===== config.mk =====
export PLATFORM = sky130hd
export DESIGN_NAME = mul_div_unit
export DESIGN_NICKNAME = d
export VERILOG_FILES = /design/src/rtl/mips_pkg.sv /design/src/rtl/mdu_iter_core.sv /design/src/rtl/mul_div_unit.sv
export SDC_FILE = /design/constraint.sdc
export NUM_CORES = 1
export LEC_CHECK = 0
export CORE_MARGIN = 10
export CORE_UTILIZATION = 25
export DETAILED_ROUTE_END_ITERATION = 6
export HOLD_SLACK_MARGIN = 0.08
export PLACE_DENSITY_LB_ADDON = 0.05
export SLEW_MARGIN = 20
export SYNTH_ARGS = -nofsm -noshare
export SYNTH_HDL_FRONTEND = slang
export SYNTH_SLANG_ARGS = --single-unit

===== constraint.sdc =====
create_clock -name clk -period 10 [get_ports clk]
set_input_delay 2 -clock clk [delete_from_list [all_inputs] [get_ports clk]]
set_output_delay 2 -clock clk [all_outputs]
set_load 0.02 [all_outputs]

===== src/rtl/mips_pkg.sv =====
// mips_pkg: shared encodings for the multiply/divide unit.
//   - Op codes seen on mul_div_unit.op
//   - Sequencer state encoding
//   - ITER: number of RUN iterations, one per operand bit
//   - is_muldiv(): true for the four iterative operations
package mips_pkg;

    localparam logic [2:0] OP_MULT  = 3'd0;
    localparam logic [2:0] OP_MULTU = 3'd1;
    localparam logic [2:0] OP_DIV   = 3'd2;
    localparam logic [2:0] OP_DIVU  = 3'd3;
    localparam logic [2:0] OP_MTHI  = 3'd4;
    localparam logic [2:0] OP_MTLO  = 3'd5;

    localparam int ITER = 32;

    typedef enum logic [1:0] {
        ST_IDLE = 2'd0,
        ST_RUN  = 2'd1,
        ST_FIX  = 2'd2
    } mdu_state_t;

    function automatic logic is_muldiv(input logic [2:0] op);
        return (op == OP_MULT) || (op == OP_MULTU) ||
               (op == OP_DIV)  || (op == OP_DIVU);
    endfunction

    function automatic logic is_signed_op(input logic [2:0] op);
        return (op == OP_MULT) || (op == OP_DIV);
    endfunction

endpackage


===== src/rtl/mdu_iter_core.sv =====
// mdu_iter_core: one-bit-per-cycle datapath shared by multiply and divide.
//   clk, rst_n : clock, synchronous active-low reset
//   load       : initialise acc to {0, init_lo}
//   step       : perform one iteration
//   is_div     : 1 = restoring divide step, 0 = shift-add multiply step
//   init_lo    : multiplier (mul) or dividend (div) magnitude
//   operand    : multiplicand (mul) or divisor (div) magnitude, held stable
//   acc        : 64-bit accumulator; mul -> product, div -> {rem, quot}
module mdu_iter_core
    import mips_pkg::*;
#(
    parameter int WIDTH = 32
) (
    input  logic                 clk,
    input  logic                 rst_n,
    input  logic                 load,
    input  logic                 step,
    input  logic                 is_div,
    input  logic [WIDTH-1:0]     init_lo,
    input  logic [WIDTH-1:0]     operand,
    output logic [2*WIDTH-1:0]   acc
);

    logic [2*WIDTH-1:0] acc_r;
    logic [2*WIDTH-1:0] acc_next_s;
    logic [WIDTH:0]     mul_sum_s;
    logic [WIDTH:0]     div_shift_s;
    logic [WIDTH+1:0]   div_diff_s;

    // Next accumulator value for one multiply or divide iteration
    always_comb begin
        mul_sum_s   = {1'b0, acc_r[2*WIDTH-1:WIDTH]} +
                      (acc_r[0] ? {1'b0, operand} : {(WIDTH+1){1'b0}});
        // 33-bit partial remainder: old remainder shifted with next dividend bit
        div_shift_s = {acc_r[2*WIDTH-1:WIDTH], acc_r[WIDTH-1]};
        div_diff_s  = {1'b0, div_shift_s} - {2'b00, operand};
        acc_next_s  = acc_r;
        if (is_div) begin
            // Non-negative difference: subtract succeeds, quotient bit is 1.
            // Either way the kept remainder is below the divisor, so it fits WIDTH bits.
            if (!div_diff_s[WIDTH+1]) begin
                acc_next_s = {div_diff_s[WIDTH-1:0], acc_r[WIDTH-2:0], 1'b1};
            end else begin
                acc_next_s = {div_shift_s[WIDTH-1:0], acc_r[WIDTH-2:0], 1'b0};
            end
        end else begin
            // Product bits shift in from the top as multiplier bits leave the bottom
            acc_next_s = {mul_sum_s, acc_r[WIDTH-1:1]};
        end
    end

    // Accumulator register
    always_ff @(posedge clk) begin
        if (!rst_n) begin
            acc_r <= {(2*WIDTH){1'b0}};
        end else if (load) begin
            acc_r <= {{WIDTH{1'b0}}, init_lo};
        end else if (step) begin
            acc_r <= acc_next_s;
        end else begin
            acc_r <= acc_r;
        end
    end

    assign acc = acc_r;

endmodule


===== src/rtl/mul_div_unit.sv =====
// mul_div_unit: iterative MULT/MULTU/DIV/DIVU with HI/LO, plus MTHI/MTLO.
//   clk, rst_n : clock, synchronous active-low reset
//   start, op  : request strobe and operation (sampled only when idle)
//   src_a      : rs value (multiplicand / dividend / MTHI-MTLO data)
//   src_b      : rt value (multiplier / divisor)
//   busy       : high while a mul/div is in flight (33 cycles)
//   done       : one-cycle pulse after HI/LO is written
//   hi, lo     : architectural HI/LO registers
module mul_div_unit
    import mips_pkg::*;
#(
    parameter int WIDTH = 32,
    parameter int CNT_W = 5
) (
    input  logic             clk,
    input  logic             rst_n,
    input  logic             start,
    input  logic [2:0]       op,
    input  logic [WIDTH-1:0] src_a,
    input  logic [WIDTH-1:0] src_b,
    output logic             busy,
    output logic             done,
    output logic [WIDTH-1:0] hi,
    output logic [WIDTH-1:0] lo
);

    mdu_state_t         state_r;
    logic [CNT_W-1:0]   cnt_r;
    logic               busy_r;
    logic               done_r;
    logic [WIDTH-1:0]   hi_r;
    logic [WIDTH-1:0]   lo_r;
    logic [WIDTH-1:0]   b_mag_r;
    logic               is_div_r;
    logic               sign_q_r;   // product / quotient negative
    logic               sign_r_r;   // remainder negative
    logic               dbz_r;      // divide by zero

    logic               load_s;
    logic               step_s;
    logic               signed_s;
    logic [WIDTH-1:0]   a_mag_s;
    logic [WIDTH-1:0]   b_mag_s;
    logic [2*WIDTH-1:0] acc_s;
    logic [2*WIDTH-1:0] prod_s;
    logic [WIDTH-1:0]   quot_s;
    logic [WIDTH-1:0]   rem_s;
    logic [WIDTH-1:0]   fix_hi_s;
    logic [WIDTH-1:0]   fix_lo_s;

    // Operand magnitudes and datapath control strobes
    always_comb begin
        signed_s = is_signed_op(op);
        if (signed_s && src_a[WIDTH-1]) begin
            a_mag_s = {WIDTH{1'b0}} - src_a;
        end else begin
            a_mag_s = src_a;
        end
        if (signed_s && src_b[WIDTH-1]) begin
            b_mag_s = {WIDTH{1'b0}} - src_b;
        end else begin
            b_mag_s = src_b;
        end
        load_s = (state_r == ST_IDLE) && start && is_muldiv(op);
        step_s = (state_r == ST_RUN);
    end

    mdu_iter_core #(
        .WIDTH   (WIDTH)
    ) u_core (
        .clk     (clk),
        .rst_n   (rst_n),
        .load    (load_s),
        .step    (step_s),
        .is_div  (is_div_r),
        .init_lo (a_mag_s),
        .operand (b_mag_r),
        .acc     (acc_s)
    );

    // Sign correction of the raw magnitudes for the FIX cycle
    always_comb begin
        prod_s = sign_q_r ? ({(2*WIDTH){1'b0}} - acc_s) : acc_s;
        quot_s = sign_q_r ? ({WIDTH{1'b0}} - acc_s[WIDTH-1:0]) : acc_s[WIDTH-1:0];
        // For a zero divisor the remainder magnitude is |src_a|; restoring the
        // dividend's sign reproduces src_a exactly, including 0x80000000.
        rem_s  = sign_r_r ? ({WIDTH{1'b0}} - acc_s[2*WIDTH-1:WIDTH]) : acc_s[2*WIDTH-1:WIDTH];
        if (is_div_r) begin
            fix_hi_s = rem_s;
            fix_lo_s = dbz_r ? {WIDTH{1'b1}} : quot_s;
        end else begin
            fix_hi_s = prod_s[2*WIDTH-1:WIDTH];
            fix_lo_s = prod_s[WIDTH-1:0];
        end
    end

    // Sequencer, operand latch and HI/LO registers
    always_ff @(posedge clk) begin
        if (!rst_n) begin
            state_r  <= ST_IDLE;
            cnt_r    <= {CNT_W{1'b0}};
            busy_r   <= 1'b0;
            done_r   <= 1'b0;
            hi_r     <= {WIDTH{1'b0}};
            lo_r     <= {WIDTH{1'b0}};
            b_mag_r  <= {WIDTH{1'b0}};
            is_div_r <= 1'b0;
            sign_q_r <= 1'b0;
            sign_r_r <= 1'b0;
            dbz_r    <= 1'b0;
        end else begin
            done_r <= 1'b0;
            case (state_r)
                ST_IDLE: begin
                    if (start) begin
                        case (op)
                            OP_MULT, OP_MULTU, OP_DIV, OP_DIVU: begin
                                b_mag_r  <= b_mag_s;
                                is_div_r <= (op == OP_DIV) || (op == OP_DIVU);
                                sign_q_r <= signed_s && (src_a[WIDTH-1] ^ src_b[WIDTH-1]);
                                sign_r_r <= signed_s && src_a[WIDTH-1];
                                dbz_r    <= (src_b == {WIDTH{1'b0}});
                                cnt_r    <= {CNT_W{1'b0}};
                                busy_r   <= 1'b1;
                                state_r  <= ST_RUN;
                            end
                            OP_MTHI: hi_r <= src_a;
                            OP_MTLO: lo_r <= src_a;
                            default: state_r <= ST_IDLE;
                        endcase
                    end
                end
                ST_RUN: begin
                    cnt_r <= cnt_r + {{(CNT_W-1){1'b0}}, 1'b1};
                    if (cnt_r == CNT_W'(ITER - 1)) begin
                        state_r <= ST_FIX;
                    end
                end
                ST_FIX: begin
                    hi_r    <= fix_hi_s;
                    lo_r    <= fix_lo_s;
                    busy_r  <= 1'b0;
                    done_r  <= 1'b1;
                    cnt_r   <= {CNT_W{1'b0}};
                    state_r <= ST_IDLE;
                end
                default: begin
                    busy_r  <= 1'b0;
                    cnt_r   <= {CNT_W{1'b0}};
                    state_r <= ST_IDLE;
                end
            endcase
        end
    end

    assign busy = busy_r;
    assign done = done_r;
    assign hi   = hi_r;
    assign lo   = lo_r;

endmodule


==> impl_results.md, run 1 <==
- Outcome: complete, no violations
- Final Skew: around 15 ps
- Fraction of layout instances using a drive strength above 1: 5.44%
- R2r setup slk: 5300 ps
- Final min period: approximately 5000 ps
- Count of cells along the worst register-to-register path: 12
- Number of antenna violations at the first check in global routing: 0
- Async set-reset flop share out of synthesis: 0%
- Post-route cell area: 0.0165 mm2
- Maximum level of the CTS H-tree: 4
- Via density per instance: 5.33
- Global-route wire length before repair: 92100 um
- Critical Path End: b_mag_r[30]
- Iter 0 DRT Violations: 982
- Placed wire-length estimate: 46000 um
- Net count of the mapped netlist: 1984
- Critical-path top delay cell: sky130_fd_sc_hd__nor4b_1
- Number of enable-type register cells in the synthesized netlist: 0
- Worst-skew pair later-pin latency: 510 ps
- Nets@finish: 2024
- Placer congestion estimate: between 0.8 and 0.9
- Relative slew slack: 30.4%
- Part of the power in combinational logic: 29.6%
- Summed negative setup slack over all endpoints: 0 ps
- Critical path class: input pin to flop
- Power share of the sequential group: 36.9%
- Number of detailed-route iterations in the first pass: 5
- Sum of internal, switching and leakage power: 2.11 mW
- Met1 wire length: 28500 um
- Number of warnings issued by yosys: 0
- Wire per inst: around 23 um
- Share of power burned in the clock network: 33.5%
- Final routed DRC violation total: 0
- Proportion of synthesized chip area in sequential cells: 24.8%
- Average size of a mapped cell: ~7.6 um2
- Worst reg2reg path endpoint: u_core.acc[36]
- Post-detailed-routing wire length: between 60000 and 70000 um
- Data required time at the worst endpoint: roughly 10000 ps
- Layout overhead on the synthesized area: 18.2%
- Total gr overflow: 0
- Net switching component of the power: a little under 0.8 mW
- Area fraction of the dominant cell type after synthesis: approximately a quarter
- Overall die height: roughly 260 um
- Clock edge transition at the registers on the reported setup and hold paths: around 70 ps
- Post-route core utilization: 29.9%
- Number of standard cells after synthesis: 1842
- Hold-fix buffers, CTS: 0
- Number of global-route vias before repair: 14100
- Global Route Usage Sum: between 15 and 20%
- Maxcap violations: 0
- Critical Path Source: src_b[0]
- CTS tree: built
- Path type of the worst min-delay path: flop to flop
- Floorplan die area: 0.0657 mm2
- Overall via count from detail_route: 14100
- Met2 routed wirelength: 29200 um
- Final setup violating endpoints: 0
- Setup repair after global routing missed its margin: no
- CTS root buf: sky130_fd_sc_hd__clkbuf_16
- Number of endpoints with negative hold slack in the final report: 0
- Minimum hold slack: 454 ps
- Internal power contribution: 1.32 mW
- Kind of capture point of the worst setup path: flop
- IR drop worst, VDD: 0.000146 V
- DP Area: between 0.015 and 0.02 mm2
- Largest cells by area after synthesis: sky130_fd_sc_hd__dfxtp_1 (25%), sky130_fd_sc_hd__ha_1 (6.3%), sky130_fd_sc_hd__a21oi_1 (5.7%), sky130_fd_sc_hd__xnor2_1 (5.2%), sky130_fd_sc_hd__nand2_1 (5.1%)
- Number of cells upsized or downsized after cts: 0
- CP startpoint kind: input pin
- Num Clock Sinks: 173
- Ratio of total power to cell area: 128 mW/mm2
- Chip Width: 256 um
- Initial core utilization: 25.3%
- Area of the core: between 0.05 and 0.06 mm2
- Met3 wire length: about 2000 um
- Deepest clock path buffer count: 2
- Share of the clock period used by the worst path after layout: around half
- I/O pins: approximately 140
- Launch point of the worst reg-to-reg path: u_core.acc[33]
- Num CTS Buffers: 17
- Net Sw Frac: 37.6%
- Count of distinct cell types in the synthesized netlist: 78
- Leakage power total: around 6.3 nW
- Top cell type by total area after synthesis: sky130_fd_sc_hd__dfxtp_1
- Antenna-violating nets left: 0
- Number of rows in the core area: 86
- Max Slew Vio Count: 0
- Top Metal Used: met4
- Max frequency: 199 MHz
- # Post-CTS Setup Buffers: 0
- Total of flip-flops plus latches after synthesis: 173
- Sequence of cells on the critical path: clkdlybuf4s50_1 > inv_1 > ha_1 > nor3b_1 > nand3_1 > or2_2 > nor4b_1 > nand2_1 > nor4_1 > a21oi_1 > xnor2_1 > o22ai_1
- Largest fanout of any net on the critical path: 5
- Critical Path AT: 5390 ps
- Top_reg_cell synth: sky130_fd_sc_hd__dfxtp_1
- Cell Area, Synth: 0.0140 mm2
- Delay of the slowest cell on the worst path: ~530 ps
- Largest net degree at the start of global routing: 91
- Port buffer count: between 100 and 150
- Actual transition at the worst max-transition pin: roughly 1000 ps
power by group through the flow:
stage / Combinational (mW) / Sequential, mW / Clock [mW]
6_report: 0.626 / 0.779 / 0.709
5_1_grt: 0.689 / 0.786 / 0.760
4_1_cts: 0.628 / 0.779 / 0.739
3_5_place_dp: 0.625 / 0.795 / 0
3_3_place_gp: 0.627 / 0.795 / 0
2_1_floorplan: 0.415 / 0.770 / 0
cells in the final DEF (no fill, tap or decap), types with 31 or more instances in the layout:
cell | netlist | layout
sky130_fd_sc_hd__nand2_1 | 191 | 191
sky130_fd_sc_hd__nor3_1 | 35 | 34
sky130_fd_sc_hd__xor2_1 | 75 | 75
sky130_fd_sc_hd__o211a_1 | 31 | 31
sky130_fd_sc_hd__a211oi_1 | 31 | 31
sky130_fd_sc_hd__xnor2_1 | 83 | 83
sky130_fd_sc_hd__ha_1 | 70 | 70
sky130_fd_sc_hd__inv_1 | 62 | 62
sky130_fd_sc_hd__o221ai_1 | 55 | 55
sky130_fd_sc_hd__nor2_1 | 136 | 135
sky130_fd_sc_hd__a21o_1 | 35 | 35
sky130_fd_sc_hd__clkdlybuf4s50_1 | 0 | 134
sky130_fd_sc_hd__o21ai_0 | 106 | 106
sky130_fd_sc_hd__a21oi_1 | 159 | 159
sky130_fd_sc_hd__dfxtp_1 | 173 | 172
sky130_fd_sc_hd__nand3_1 | 49 | 49
metal layers:
metal / vias up / track usage, %
met3: 47 / 2.58
met4: 0 / 5.57
met5: - / 0
li1: 6880 / -
met2: 315 / 30.8
met1: 6858 / 23.6
kinds of logic (layout without fill, tap and decap cells):
group	Yosys count	in the layout	synth area share (%)
adders and majority gates	72	72	6.56
muxes	34	34	2.57
buffers and inverters	196	249	5.32
other	0	2	0
and+or+nand+nor	570	570	19.5
AOI/OAI and AO/OA	639	639	31.3
xor gates and xnor gates	158	158	9.91
DFF	173	173	24.8
cells in the mapped netlist (all sizes together) (25+ instances only):
master,instances
a211oi,31
a21boi,30
a21o,35
a21oi,159
a31oi,27
clkbuf,115
dfxtp,173
ha,70
inv,62
nand2,191
nand3,49
nor2,136
nor2b,27
nor3,35
o211a,31
o211ai,25
o21ai,109
o221ai,55
xnor2,83
xor2,75
sequential cells by signal, indices dropped and copies added, names as in the netlist:
signal      flops
is_div_r        1
state_r         2
hi             32
dbz_r           1
cnt_r           5
sign_r_r        1
sign_q_r        1
done            1
b_mag_r        32
busy            1
u_core.acc     64
lo             32
critical path, delay by kind of cell:
family	cells	cell delay (ps)
AO/OA/AOI/OAI	2	240
XOR/XNOR	1	160
adder cells (fa/ha/maj)	1	160
buffers and inverters	2	560
AND/OR/NAND/NOR	6	2280
stage by stage:
stage          std cells  worst slack, ps
3_3_place_gp        2611             4510
4_1_cts             2643             5020
5_1_grt             2643             4570
6_report            2645             4980
2_1_floorplan       1842             5410
3_5_place_dp        2611             4480
final cells by class:
class | count | area (um2)
well taps | 748 | 936
multi-input cells | 1473 | 9770
fillers | 5970 | 38700
repair buffers | 155 | 1500
inverters | 62 | 233
clock inverters | 12 | 125
flip-flops and latches | 173 | 3470
diodes | 2 | 5.00
clock buffers | 20 | 457
worst min-delay path by stage:
stage                     slack [ps]           to  depth (start not counted)         from
after floorplan                  430  b_mag_r[31]                          2  b_mag_r[31]
final                            450  b_mag_r[31]                          2  b_mag_r[31]
after CTS                        460  b_mag_r[31]                          2  b_mag_r[31]
after global placement           450  b_mag_r[31]                          2  b_mag_r[31]
after global routing             480  b_mag_r[31]                          2  b_mag_r[31]
after detailed placement         450        hi[7]                          2        hi[7]
Note: power is estimated with default switching activity, not from simulation.
==> run 2: changes to the inputs <==
==> constraint.sdc (replaced) <==
create_clock -name clk -period 4.8 [get_ports clk]
set_input_delay 0.96 -clock clk [delete_from_list [all_inputs] [get_ports clk]]
set_output_delay 0.96 -clock clk [all_outputs]
set_load 0.02 [all_outputs]
==> impl_results.md, run 2 (synthesis gave the netlist of run 1 again) <==
- Relative slew slack: 36.6%
- Number of rows in the core area: 86
- Antenna-violating nets left: 0
- Launch point of the worst reg-to-reg path: u_core.acc[2]
- Count of cells along the worst register-to-register path: 11
- CTS tree: built
- Initial core utilization: 25.3%
- Largest net degree at the start of global routing: 57
- # Post-CTS Setup Buffers: 0
- Area of the core: 0.0552 mm2
- Num CTS Buffers: 17
- Num Clock Sinks: 173
- DP Area: 0.0162 mm2
- CTS root buf: sky130_fd_sc_hd__clkbuf_16
- Maxcap violations: 0
- Ratio of total power to cell area: 263 mW/mm2
- Sequence of cells on the critical path: or4_1 > nor4_1 > buf_4 > nand4b_1 > nor2_1 > nor2_1 > o311ai_0 > o41ai_1 > a211oi_1 > a21oi_1 > nor2b_1
- Via density per instance: about 5.3
- Placed wire-length estimate: 47700 um
- FF/Latch Area: 0.00347 mm2
- Kind of capture point of the worst setup path: flop
- Minimum hold slack: 457 ps
- Nets@finish: 2066
- Met2 routed wirelength: 29600 um
- Chip Width: 256 um
- Setup ws final: between 800 and 900 ps
- Final min period: a little under 4000 ps
- Setup repair after global routing missed its margin: no
- Overall die height: 256 um
- Final Skew: roughly 16 ps
- Post-route core utilization: a little under a third
- Area of combinational cells with multiple inputs: 0.00977 mm2
- Flip-flop count of the largest register after layout: 64
- Number of cells upsized or downsized after cts: 0
- Place WS: 425 ps
- Outcome: complete, no violations
- Worst reg2reg path endpoint: hi[27]
- Iter 0 DRT Violations: around 1000
- Floorplan die area: between 0.06 and 0.07 mm2
- Leakage power total: 6.56 nW
- Hold-fix buffers, CTS: 0
- Critical Path End: hi[27]
- IR drop worst, VDD: 0.000313 V
- Final setup violating endpoints: 0
- Top Metal Used: met5
- Met1 wire length: between 20000 and 30000 um
- Met3 wire length: 2580 um
- R2r setup slk: 870 ps
- Fraction of layout instances using a drive strength above 1: 7.49%
- Max frequency: 255 MHz
- Summed negative setup slack over all endpoints: 0 ps
- Max Slew Vio Count: 0
- Clock edge transition at the registers on the reported setup and hold paths: 80 ps
- Share of the clock period used by the worst path after layout: 81.8%
- Filler cells: 5975
- Maximum level of the CTS H-tree: 4
- Largest fanout of any net on the critical path: 8
- Number of antenna violations at the first check in global routing: 3
- Data required time at the worst endpoint: roughly 5200 ps
- Post-route cell area: 0.0168 mm2
- Actual transition at the worst max-transition pin: roughly 950 ps
- Deepest clock path buffer count: 2
- Ant diodes: 0
- Number of detailed-route iterations in the first pass: 5
- Wire per inst: between 20 and 25 um
- Path type of the worst min-delay path: flop to flop
- Worst-skew pair later-pin latency: 510 ps
- Critical Path Source: u_core.acc[2]
- Final routed DRC violation total: 0
- Most common library cell in the layout ignoring fill and taps: sky130_fd_sc_hd__nand2_1
- Most frequent cells in the layout: sky130_fd_sc_hd__nand2_1 (191), sky130_fd_sc_hd__dfxtp_1 (172), sky130_fd_sc_hd__a21oi_1 (159), sky130_fd_sc_hd__nor2_1 (135), sky130_fd_sc_hd__clkdlybuf4s50_1 (134)
- Placer congestion estimate: 0.841
- I/O pins: roughly 140
- Port buffer count: about 140
- Number of endpoints with negative hold slack in the final report: 0
- Total gr overflow: 0
- Cell repeated most along the worst path: sky130_fd_sc_hd__nor2_1
- CP startpoint kind: flop
- Critical Path AT: 4370 ps
- Post-detailed-routing wire length: 61800 um
- Critical path class: flop to flop
- Overall via count from detail_route: 14200
- Layout overhead on the synthesized area: 20.4%
- Critical-path top delay cell: sky130_fd_sc_hd__or4_1
- Global-route wire length before repair: roughly 92000 um
- Number of global-route vias before repair: ~14000
- Global Route Usage Sum: 18.4%
- Delay of the slowest cell on the worst path: roughly 650 ps
[run 2: cell count changes in the layout (fill, tap and decap cells not counted), moves of 2 or more]
cell / before / now
sky130_fd_sc_hd__inv_8: 1 / 3
sky130_fd_sc_hd__buf_4: 21 / 62
sky130_fd_sc_hd__inv_6: 6 / 3
sky130_fd_sc_hd__diode_2: 2 / 0
[run 2: worst min path at each step]
| stage | startpoint | endpoint | slack, ps | cells past startpoint |
|---|---|---|---|---|
| floorplan | b_mag_r[31] | b_mag_r[31] | 430 | 2 |
| global placement | hi[7] | hi[7] | 450 | 2 |
| detailed placement | hi[7] | hi[7] | 450 | 2 |
| CTS | hi[7] | hi[7] | 460 | 2 |
| global route | lo[4] | lo[4] | 490 | 2 |
| finish | hi[7] | hi[7] | 460 | 2 |
[run 2: critical path, delay by kind of cell (launching register included)]
family          cells  cell delay, ps
buf+inv             1             200
compound gates      4            1110
simple gates        6            2150
flops               1             400
[run 2: power by group]
part,switching (mW),internal (mW)
Combinational,0.844,0.523
Sequential,0.102,1.50
Clock,0.734,0.719
Total,1.68,2.75
[run 2: per-layer routing]
metal	track usage, %	up-vias
met5	0	-
met4	5.93	2
met3	3.31	56
met2	31.0	330
met1	23.2	6873
li1	-	6952
[run 2: final cells by class]
type                            instances  area share (%)
Inverter                               62            1.38
Sequential cell                       173            20.6
Timing Repair Buffer                  197            10.9
Multi-Input combinational cell       1473            58.2
Tap cell                              748            5.57
Clock buffer                           21            2.80
Clock inverter                         11           0.588
[run 2: stage by stage]
step,instances,power [mW]
floorplan,1842,2.47
global placement,2653,3.01
detailed placement,2653,3.00
CTS,2685,4.48
global route,2685,4.66
finish,2685,4.43
